===== src/rtl/fetch_unit.sv =====
// Instruction fetch stage: owns the PC, issues single-outstanding imem requests and
// holds each fetched word for a valid/ready handshake; resolves jumps locally, redirect has priority.
module fetch_unit #(
  parameter int ADDR_W   = 8,
  parameter int INSTR_W  = 16,
  parameter int RESET_PC = 0
) (
  input  logic               clk,
  input  logic               rst,
  output logic               imem_req,
  output logic [ADDR_W-1:0]  imem_addr,
  input  logic               imem_ack,
  input  logic [INSTR_W-1:0] imem_rdata,
  output logic               instr_valid,
  input  logic               instr_ready,
  output logic [INSTR_W-1:0] instr,
  output logic [3:0]         opcode,
  output logic [ADDR_W-1:0]  instr_pc,
  input  logic               redirect,
  input  logic [ADDR_W-1:0]  redirect_pc
);

  localparam logic [1:0] S_IDLE  = 2'd0;
  localparam logic [1:0] S_FETCH = 2'd1;
  localparam logic [1:0] S_HOLD  = 2'd2;

  localparam logic [3:0]        OP_JUMP  = 4'b1011;
  localparam logic [ADDR_W-1:0] PC_RESET = ADDR_W'(RESET_PC);

  logic [1:0]        state;
  logic [ADDR_W-1:0] pc;
  logic [3:0]        rdata_op;

  assign rdata_op = imem_rdata[INSTR_W-1 -: 4];

  // Outputs are pure state decodes so neither imem_ack nor instr_ready reach them combinationally.
  assign imem_req    = (state == S_FETCH);
  assign instr_valid = (state == S_HOLD);
  assign imem_addr   = pc;

  always_ff @(posedge clk) begin
    if (rst) begin
      state    <= S_IDLE;
      pc       <= PC_RESET;
      instr    <= '0;
      opcode   <= '0;
      instr_pc <= '0;
    end else if (redirect) begin
      // Any in-flight ack or pending handshake this cycle is dropped.
      pc    <= redirect_pc;
      state <= S_FETCH;
    end else begin
      case (state)
        S_IDLE: state <= S_FETCH;
        S_FETCH: begin
          if (imem_ack) begin
            instr    <= imem_rdata;
            opcode   <= rdata_op;
            instr_pc <= pc;
            state    <= S_HOLD;
            if (rdata_op == OP_JUMP) pc <= imem_rdata[ADDR_W-1:0];
            else                     pc <= pc + 1'b1;
          end
        end
        S_HOLD: begin
          if (instr_ready) state <= S_FETCH;
        end
        default: state <= S_IDLE;
      endcase
    end
  end

endmodule


===== config.mk =====
export PLATFORM = sky130hd
export DESIGN_NAME = fetch_unit
export DESIGN_NICKNAME = d
export VERILOG_FILES = /design/src/rtl/fetch_unit.sv
export SDC_FILE = /design/constraint.sdc
export NUM_CORES = 1
export LEC_CHECK = 0
export ABC_AREA = 0
export ABC_CLOCK_PERIOD_IN_PS = 2700
export CORE_UTILIZATION = 43
export CTS_BUF_LIST = sky130_fd_sc_hd__clkbuf_4 sky130_fd_sc_hd__clkbuf_8
export DETAILED_ROUTE_END_ITERATION = 7
export PLACE_DENSITY = 0.8
export RECOVER_POWER = 25
export SLEW_MARGIN = 20
export SYNTH_ARGS = -nofsm -noshare
export SYNTH_HDL_FRONTEND = slang
export SYNTH_SLANG_ARGS = --single-unit

===== constraint.sdc =====
create_clock -name clk -period 2.7 [get_ports clk]
set_input_delay 0.27 -clock clk [delete_from_list [all_inputs] [get_ports clk]]
set_output_delay 0.27 -clock clk [all_outputs]
set_load 0.01 [all_outputs]

==> impl_metrics.env, run 1 <==
export IMPL_status="finished, final reports clean"
export IMPL_gr_total_overflow=0
export IMPL_max_freq_mhz=504
export IMPL_critPathLaunchType="input port"
export IMPL_fin_tns_setup_ps=0
export IMPL_setup_violations=0
export IMPL_cts_tree="yes"
export IMPL_antenna_found_initial=0
export IMPL_boundaryPins=67
export IMPL_io_buffers=66
export IMPL_max_vdd_ir_drop_uv=275
export IMPL_cp_slowest_stage_delay_ps=780
export IMPL_diodes=0
export IMPL_grt_pass1_wl_um=5710
export IMPL_area_growth_synth_to_final_pct=50.5
export IMPL_grt_total_usage_pct=20.9
export IMPL_yosysUniqueCellTypes=29
export IMPL_vias=1532
export IMPL_viasPerCell=5.02
export IMPL_final_common_cell="clkdlybuf4s50_1"
export IMPL_crit_family="buffers and inverters"
export IMPL_slew_limit_headroom_pct=31.5
export IMPL_rsz0062_at_grt="no"
export IMPL_grt_max_degree=30
export IMPL_drt_iter0_drc=41
export IMPL_worst_pin_slew_ps=1030
export IMPL_core_area_mm2=0.00334
export IMPL_layout_common_cells="clkdlybuf4s50_1 (64), nand2_1 (56), dfxtp_1 (34)"
export IMPL_postCtsSetupRepairBufs=0
export IMPL_cp_end_kind="flip-flop"
export IMPL_maxCapViolations=0
export IMPL_syn_cell_area_mm2=0.00149
export IMPL_cts_buffers=5
export IMPL_crit_type="input port to flip-flop"
export IMPL_dr_wl_met3_um=201
export IMPL_finalNonFillerCells=305
export IMPL_critPathBufInv=2
export IMPL_dieArea_mm2=0.00371
export IMPL_cp_data_required_time_ps=2970
export IMPL_syn_nets=226
export IMPL_cts_sinks=34
export IMPL_final_max_slew_viol_count=0
export IMPL_yosys_register_bits=34
export IMPL_wire_per_inst_um=12.2
export IMPL_p_leak_nw=0.777
export IMPL_clk_pin_slew_ps=100
export IMPL_worstPathCellList="dlygate4sd3_1, nand3b_1, nor2_1, clkbuf_1, nand2_1, a21oi_1"
export IMPL_cts_resized=0
export IMPL_final_hold_viol_count=0
export IMPL_start_util_pct=44.7
export IMPL_h_tree_depth=2
export IMPL_dr_pass1_iters=4
export IMPL_cts_buffer_depth=2
export IMPL_hold_class="flip-flop to flip-flop"
export IMPL_p_per_area_mw_per_mm2=485
export IMPL_arrival_ps=2250
export IMPL_period_needed_ps=1980
export IMPL_yosysWarningCount=0
export IMPL_clock_latency_ps=330
export IMPL_timing_final_crit_share_pct=73.4
export IMPL_hold_buffers=0
export IMPL_clock_skew_ps=6.83
export IMPL_rows=21
export IMPL_routed_wl_um=3740
export IMPL_wl_met1_um=1680
export IMPL_critPathMaxFanout=24
export IMPL_ant_nets=0
export IMPL_cts_root_buf="clkbuf_4"
export IMPL_drive_gt1_share_pct=5.41
export IMPL_die_x_um=60.9
export IMPL_globalplace_congestion=0.737
export IMPL_avgSynthCellArea_um2=7.61
export IMPL_first_global_vias=1271
export IMPL_slowest_stage="clkbuf_1"
export IMPL_wl_met2_um=1810
export IMPL_nets=288
export IMPL_netlist_instances=196
export IMPL_die_h_um=60.9
export IMPL_dp_hpwl_um=2700
export IMPL_yosysSeqAreaShare_pct=45.6
export IMPL_highest_layer="met4"
export IMPL_dp_cells=297
export IMPL_remaining_drc_errors=0
==> per-stage QoR <==
| step | total power (W) | hold slack (ps) | worst slack [ps] | util [%] | area [µm²] |
|---|---|---|---|---|---|
| after floorplan | 0.000619 | 406 | 1120 | - | 1490 |
| after global placement | 0.000717 | 441 | 620 | 65.0 | 2170 |
| after detailed placement | 0.000720 | 447 | 581 | 65.0 | 2170 |
| after CTS | 0.00110 | 461 | 950 | 67.5 | 2250 |
| after global routing | 0.00113 | 477 | 539 | 67.3 | 2240 |
| final | 0.00109 | 459 | 717 | 67.3 | 2240 |
==> worst min-delay path, cell delays in order, from the launching register on <==
cell and delay (ps):
dfxtp_1 320, nand2_1 50, a21oi_1 50
==> state kept, by name (all words and copies together) (netlist names) <==
name	cells
instr_pc	8
imem_addr	8
instr	16
state	2
==> final cells by class <==
type / count / area (µm²)
clock buffers: 7 / 52.6
fillers: 301 / 1090
well taps: 46 / 57.6
clock inverters: 1 / 30.0
inverters: 5 / 18.8
repair buffers: 71 / 691
multi-input cells: 141 / 714
flip-flops and latches: 34 / 681
==> metal layers <==
metal	track usage [%]	vias up
met3	5.76	6
met2	35.9	49
li1	-	784
met5	0	-
met4	5.84	0
met1	25.7	693
==> power breakdown <==
part           total, W  switching [W]  internal, W
Clock          0.000383       0.000166     0.000216
Sequential     0.000541      0.0000212     0.000520
Combinational  0.000165      0.0000708    0.0000941
==> final timing paths <==
path | startpoint | endpoint | slack, ps | cells after the start
worst max-delay path | imem_ack | instr[14] | 720 | 6
worst min-delay path | instr[6] | instr[6] | 460 | 2
worst max register to register | state[1] | instr[14] | 790 | 5
worst min register to register | instr[6] | instr[6] | 460 | 2
==> cells by family after synthesis <==
| logic type | after synthesis | synth area share (%) |
|---|---|---|
| AO/OA/AOI/OAI | 50 | 19.4 |
| XOR/XNOR | 2 | 1.17 |
| adder cells (fa/ha/maj) | 1 | 0.839 |
| buffers and inverters | 21 | 6.46 |
| flip-flops | 34 | 45.6 |
| multiplexers | 2 | 1.51 |
| AND/OR/NAND/NOR | 86 | 25.0 |
==> cells in the mapped netlist <==
library cell   n  area (µm²)
or3_1          3        18.8
clkbuf_1       8        30.0
o21bai_1       1        7.51
nand4_2        1        12.5
nor3_1         1        5.00
a21oi_1       30         150
a211o_1        2        17.5
o21ai_0        6        30.0
o21a_1         1        7.51
a311o_1        3        30.0
o31a_1         1        8.76
nor2b_1        2        12.5
o22ai_1        1        6.26
a31oi_1        5        31.3
nand2_1       56         210
nand2b_1       1        6.26
nand4b_1       1        8.76
nand3b_1       1        7.51
buf_1          2        7.51
ha_1           1        12.5
mux2_2         2        22.5
nand3_1       10        50.1
inv_1          5        18.8
xor2_1         2        17.5
dfxtp_1       34         681
buf_2          2        10.0
nor2_1         9        33.8
buf_4          4        30.0
nor3b_1        1        7.51
(Power assumes the default switching activity.)
==> run 2: changes to the inputs <==
--- a/config.mk
+++ b/config.mk
@@ -6,7 +6,7 @@
 export NUM_CORES = 1
 export LEC_CHECK = 0
 export ABC_AREA = 0
-export ABC_CLOCK_PERIOD_IN_PS = 2700
+export ABC_CLOCK_PERIOD_IN_PS = 2050
 export CORE_UTILIZATION = 43
 export CTS_BUF_LIST = sky130_fd_sc_hd__clkbuf_4 sky130_fd_sc_hd__clkbuf_8
 export DETAILED_ROUTE_END_ITERATION = 7
==> constraint.sdc (replaced) <==
create_clock -name clk -period 2.05 [get_ports clk]
set_input_delay 0.205 -clock clk [delete_from_list [all_inputs] [get_ports clk]]
set_output_delay 0.205 -clock clk [all_outputs]
set_load 0.01 [all_outputs]
==> impl_metrics.env, run 2 (synthesis results as in run 1) <==
export IMPL_nets=293
export IMPL_critPathMaxFanout=7
export IMPL_cp_data_required_time_ps=2310
export IMPL_dr_pass1_iters=4
export IMPL_dieArea_mm2=0.00371
export IMPL_clock_latency_ps=340
export IMPL_diodes=0
export IMPL_cts_buffers=5
export IMPL_grt_met3_usage_pct=6.82
export IMPL_critPathBufInv=1
export IMPL_worst_pin_slew_ps=690
export IMPL_layout_common_cells="nand2_1 (56), clkdlybuf4s50_1 (54), dfxtp_1 (34)"
export IMPL_postPlaceCellArea_mm2=0.00221
export IMPL_drt_iter0_drc=33
export IMPL_cp_end_kind="flip-flop"
export IMPL_met2_usage_pct=37.7
export IMPL_io_buffers=66
export IMPL_crit_start="imem_addr[1]"
export IMPL_clock_skew_ps=10.6
export IMPL_seq_power_share_pct=53.6
export IMPL_die_h_um=60.9
export IMPL_comb_power_share_pct=16.8
export IMPL_gr_total_overflow=0
export IMPL_grt_total_usage_pct=22.0
export IMPL_busiest_layer="met2"
export IMPL_cts_root_buf="clkbuf_4"
export IMPL_min_delay_start="imem_rdata[9]"
export IMPL_final_hold_viol_count=0
export IMPL_netSwitchingFraction_pct=26.5
export IMPL_cts_resized=0
export IMPL_period_needed_ps=1730
export IMPL_start_util_pct=44.7
export IMPL_crit_type="flip-flop to flip-flop"
export IMPL_r2r_start="imem_addr[1]"
export IMPL_power_switching_w=0.000351
export IMPL_first_global_vias=1383
export IMPL_timing_final_crit_share_pct=84.6
export IMPL_max_vdd_ir_drop_uv=286
export IMPL_die_x_um=60.9
export IMPL_slowest_stage="dfxtp_1"
export IMPL_status="finished, final reports clean"
export IMPL_grt_use_met1_pct=25.1
export IMPL_finalPower_w=0.00133
export IMPL_regMostFlops="instr"
export IMPL_final_area_mm2=0.00225
export IMPL_postCtsSetupRepairBufs=0
export IMPL_cts_sinks=34
export IMPL_maxCapViolations=0
export IMPL_cts_buffer_depth=2
export IMPL_setup_violations=0
export IMPL_viasPerCell=4.97
export IMPL_globalplace_congestion=0.808
export IMPL_h_tree_depth=2
export IMPL_critPathLaunchType="flip-flop"
export IMPL_boundaryPins=67
export IMPL_vias=1542
export IMPL_utilization_pct=67.4
export IMPL_drive_gt1_share_pct=6.06
export IMPL_slew_limit_headroom_pct=54.0
export IMPL_clk_pin_slew_ps=100
export IMPL_internal_power_w=0.000975
export IMPL_final_common_cell="nand2_1"
export IMPL_p_leak_nw=0.816
export IMPL_ant_nets=0
export IMPL_rsz0062_at_grt="no"
export IMPL_worstPathCellList="ha_1, inv_1, or3_1, a311o_1, a31oi_1"
export IMPL_cts_tree="yes"
export IMPL_p_per_area_mw_per_mm2=590
export IMPL_grt_pass1_wl_um=5980
export IMPL_rows=21
export IMPL_wire_per_inst_um=12.4
export IMPL_max_freq_mhz=576
export IMPL_remaining_drc_errors=0
export IMPL_grt_max_degree=35
export IMPL_routed_wl_um=3830
export IMPL_antenna_found_initial=0
export IMPL_clkPwrFrac_pct=29.6
export IMPL_largest_reg_flops=16
export IMPL_fin_tns_setup_ps=0
export IMPL_final_max_slew_viol_count=0
export IMPL_hold_buffers=0
export IMPL_area_growth_synth_to_final_pct=50.8
export IMPL_dp_hpwl_um=2790
export IMPL_core_area_mm2=0.00334
export IMPL_arrival_ps=2000
export IMPL_crit_family="compound AO/OA/AOI/OAI gates"
export IMPL_cp_slowest_stage_delay_ps=480
export IMPL_hold_class="input port to flip-flop"
[run 2: worst reg2reg max path, cell delays in order (launching register included)]
cell and delay (ps):
dfxtp_1 480, ha_1 260, inv_1 80, or3_1 350, a311o_1 330, a31oi_1 160
[run 2: metal layers]
layer / wire length (µm) / vias up
met1: 1720 / 691
met2: 1850 / 53
met5: 0 / -
met3: 209 / 6
li1: - / 792
met4: 53 / 0
[run 2: power by group through the flow]
stage                     combinational, W  clock, W  sequential [W]
after floorplan                  0.0000816         0        0.000734
after global placement            0.000226         0        0.000725
after detailed placement          0.000229         0        0.000727
after CTS                         0.000230  0.000404        0.000712
after global routing              0.000243  0.000433        0.000716
final                             0.000223  0.000392        0.000711
[run 2: through the flow]
step           hold slack (ps)  instances  worst slack [ps]
3_5_place_dp               446        302               261
6_report                   403        310               315
4_1_cts                    392        310               321
5_1_grt                    393        310               223
2_1_floorplan              341        196               473
3_3_place_gp               441        302               325
[run 2: path summary, 6_finish.rpt]
| path | endpoint | depth (start not counted) | slack [ps] |
|---|---|---|---|
| max | imem_addr[6] | 5 | 320 |
| min | instr[9] | 3 | 400 |
| max reg2reg | imem_addr[6] | 5 | 320 |
| min reg2reg | instr[2] | 2 | 460 |
[run 2: area by class of cell]
class / count / area (µm²)
fillers: 310 / 1090
well taps: 46 / 57.6
clock inverters: 2 / 12.5
clock buffers: 6 / 51.3
multi-input cells: 141 / 714
repair buffers: 76 / 714
inverters: 5 / 18.8
flip-flops and latches: 34 / 681
==> run 3: changes to the inputs <==
--- a/config.mk
+++ b/config.mk
@@ -6,11 +6,11 @@
 export NUM_CORES = 1
 export LEC_CHECK = 0
 export ABC_AREA = 0
-export ABC_CLOCK_PERIOD_IN_PS = 2050
-export CORE_UTILIZATION = 43
+export ABC_CLOCK_PERIOD_IN_PS = 1500
+export CORE_UTILIZATION = 38
 export CTS_BUF_LIST = sky130_fd_sc_hd__clkbuf_4 sky130_fd_sc_hd__clkbuf_8
 export DETAILED_ROUTE_END_ITERATION = 7
-export PLACE_DENSITY = 0.8
+export PLACE_DENSITY = 0.75
 export RECOVER_POWER = 25
 export SLEW_MARGIN = 20
 export SYNTH_ARGS = -nofsm -noshare
==> constraint.sdc (replaced) <==
create_clock -name clk -period 1.5 [get_ports clk]
set_input_delay 0.15 -clock clk [delete_from_list [all_inputs] [get_ports clk]]
set_output_delay 0.15 -clock clk [all_outputs]
set_load 0.01 [all_outputs]
==> impl_metrics.env, run 3 (synthesis results as in run 1) <==
export IMPL_worst_pin_slew_ps=289
export IMPL_setup_violations=0
export IMPL_arrival_ps=1300
export IMPL_die_h_um=64.7
export IMPL_critPathMaxFanout=4
export IMPL_hold_buffers=0
export IMPL_regMostFlops="instr"
export IMPL_routed_wl_um=3980
export IMPL_grt_total_usage_pct=20.0
export IMPL_drive_gt1_share_pct=14.1
export IMPL_p_leak_nw=0.930
export IMPL_crit_type="flip-flop to primary output"
export IMPL_postPlaceCellArea_mm2=0.00232
export IMPL_timing_final_crit_share_pct=96.8
export IMPL_area_growth_synth_to_final_pct=62.8
export IMPL_nets=305
export IMPL_slew_limit_headroom_pct=80.7
export IMPL_layout_common_cells="nand2_1 (56), clkdlybuf4s50_1 (50), a21oi_1 (30)"
export IMPL_start_util_pct=40.1
export IMPL_drt_iter0_drc=90
export IMPL_boundaryPins=67
export IMPL_final_area_mm2=0.00243
export IMPL_max_vdd_ir_drop_uv=551
export IMPL_io_buffers=66
export IMPL_rsz0062_at_grt="yes"
export IMPL_critPathLaunchType="flip-flop"
export IMPL_final_max_slew_viol_count=0
export IMPL_final_hold_viol_count=0
export IMPL_grt_max_degree=35
export IMPL_clk_pin_slew_ps=70
export IMPL_period_needed_ps=1450
export IMPL_cts_buffers=5
export IMPL_clock_latency_ps=280
export IMPL_globalplace_congestion=0.854
export IMPL_grt_pass1_wl_um=6460
export IMPL_die_x_um=64.7
export IMPL_cp_end_kind="primary output"
export IMPL_core_area_mm2=0.00372
export IMPL_cts_sinks=34
export IMPL_dp_hpwl_um=2870
export IMPL_first_global_vias=1455
export IMPL_final_common_cell="nand2_1"
export IMPL_gr_total_overflow=0
export IMPL_postCtsSetupRepairBufs=0
export IMPL_worstPathCellList="buf_4, clkdlybuf4s50_1"
export IMPL_cp_slowest_stage_delay_ps=530
export IMPL_p_per_area_mw_per_mm2=862
export IMPL_maxCapViolations=0
export IMPL_status="finished, final reports clean"
export IMPL_rows=22
export IMPL_antenna_found_initial=0
export IMPL_max_freq_mhz=689
export IMPL_ant_nets=0
export IMPL_cts_tree="yes"
export IMPL_hold_class="input port to flip-flop"
export IMPL_cp_data_required_time_ps=1350
export IMPL_wire_per_inst_um=12.3
export IMPL_dr_pass1_iters=4
export IMPL_finalPower_w=0.00209
export IMPL_viasPerCell=4.95
export IMPL_whs_ps=405
export IMPL_dieArea_mm2=0.00418
export IMPL_largest_reg_flops=16
export IMPL_clock_skew_ps=6.90
export IMPL_cts_buffer_depth=2
export IMPL_cts_root_buf="clkbuf_8"
export IMPL_h_tree_depth=2
export IMPL_diodes=0
export IMPL_vias=1604
export IMPL_slowest_stage="clkdlybuf4s50_1"
export IMPL_remaining_drc_errors=0
## run 3: cell type report
cell class,instances,area [µm²]
timing repair buffer,88,831
multi-input combinational,141,719
inverter,5,18.8
fill,367,1290
sequential,34,688
tap,48,60.1
clock buffer,8,110
## run 3: worst max-delay path: cells and delay by family, from the launching register on
| kind | cells | cell delay (ps) |
|---|---|---|
| buf+inv | 2 | 660 |
| flops | 1 | 360 |
## run 3: worst paths after layout
kind | from | endpoint | slack, ps | cells past startpoint
setup reg to reg | imem_addr[1] | imem_addr[6] | 50 | 5
hold reg to reg | instr[7] | instr[7] | 450 | 2
hold / removal | redirect_pc[1] | imem_addr[1] | 410 | 3
setup / recovery | imem_addr[4] | imem_addr[4] | 50 | 2
## run 3: through the flow
step | setup slack (ps) | instances | setup TNS (ps) | utilization [%]
2_1_floorplan | 18.9 | 196 | 0 | -
3_3_place_gp | -162 | 316 | -1050 | 62.4
3_5_place_dp | -185 | 316 | -1690 | 62.4
4_1_cts | 33.2 | 324 | 0 | 65.3
5_1_grt | -7.65 | 324 | -7.68 | 65.3
6_report | 47.6 | 324 | 0 | 65.3
## run 3: power breakdown
| part | internal (W) | switching, W |
|---|---|---|
| combinational | 0.000197 | 0.000150 |
| sequential | 0.000939 | 0.0000260 |
| clock | 0.000463 | 0.000317 |
| total | 0.00160 | 0.000493 |
## run 3: routing by layer
layer,track usage (%),up-vias,routed length (µm)
met5,0,-,0
met4,6.39,0,33
met3,5.81,4,244
met2,34.1,51,1930
met1,24.0,730,1770
li1,-,819,-
## run 3: what timing repair did
item | CTS | global route
setup endpoints to repair | 5 | 5
resized for setup | 5 | 4
pin swaps | 0 | 2
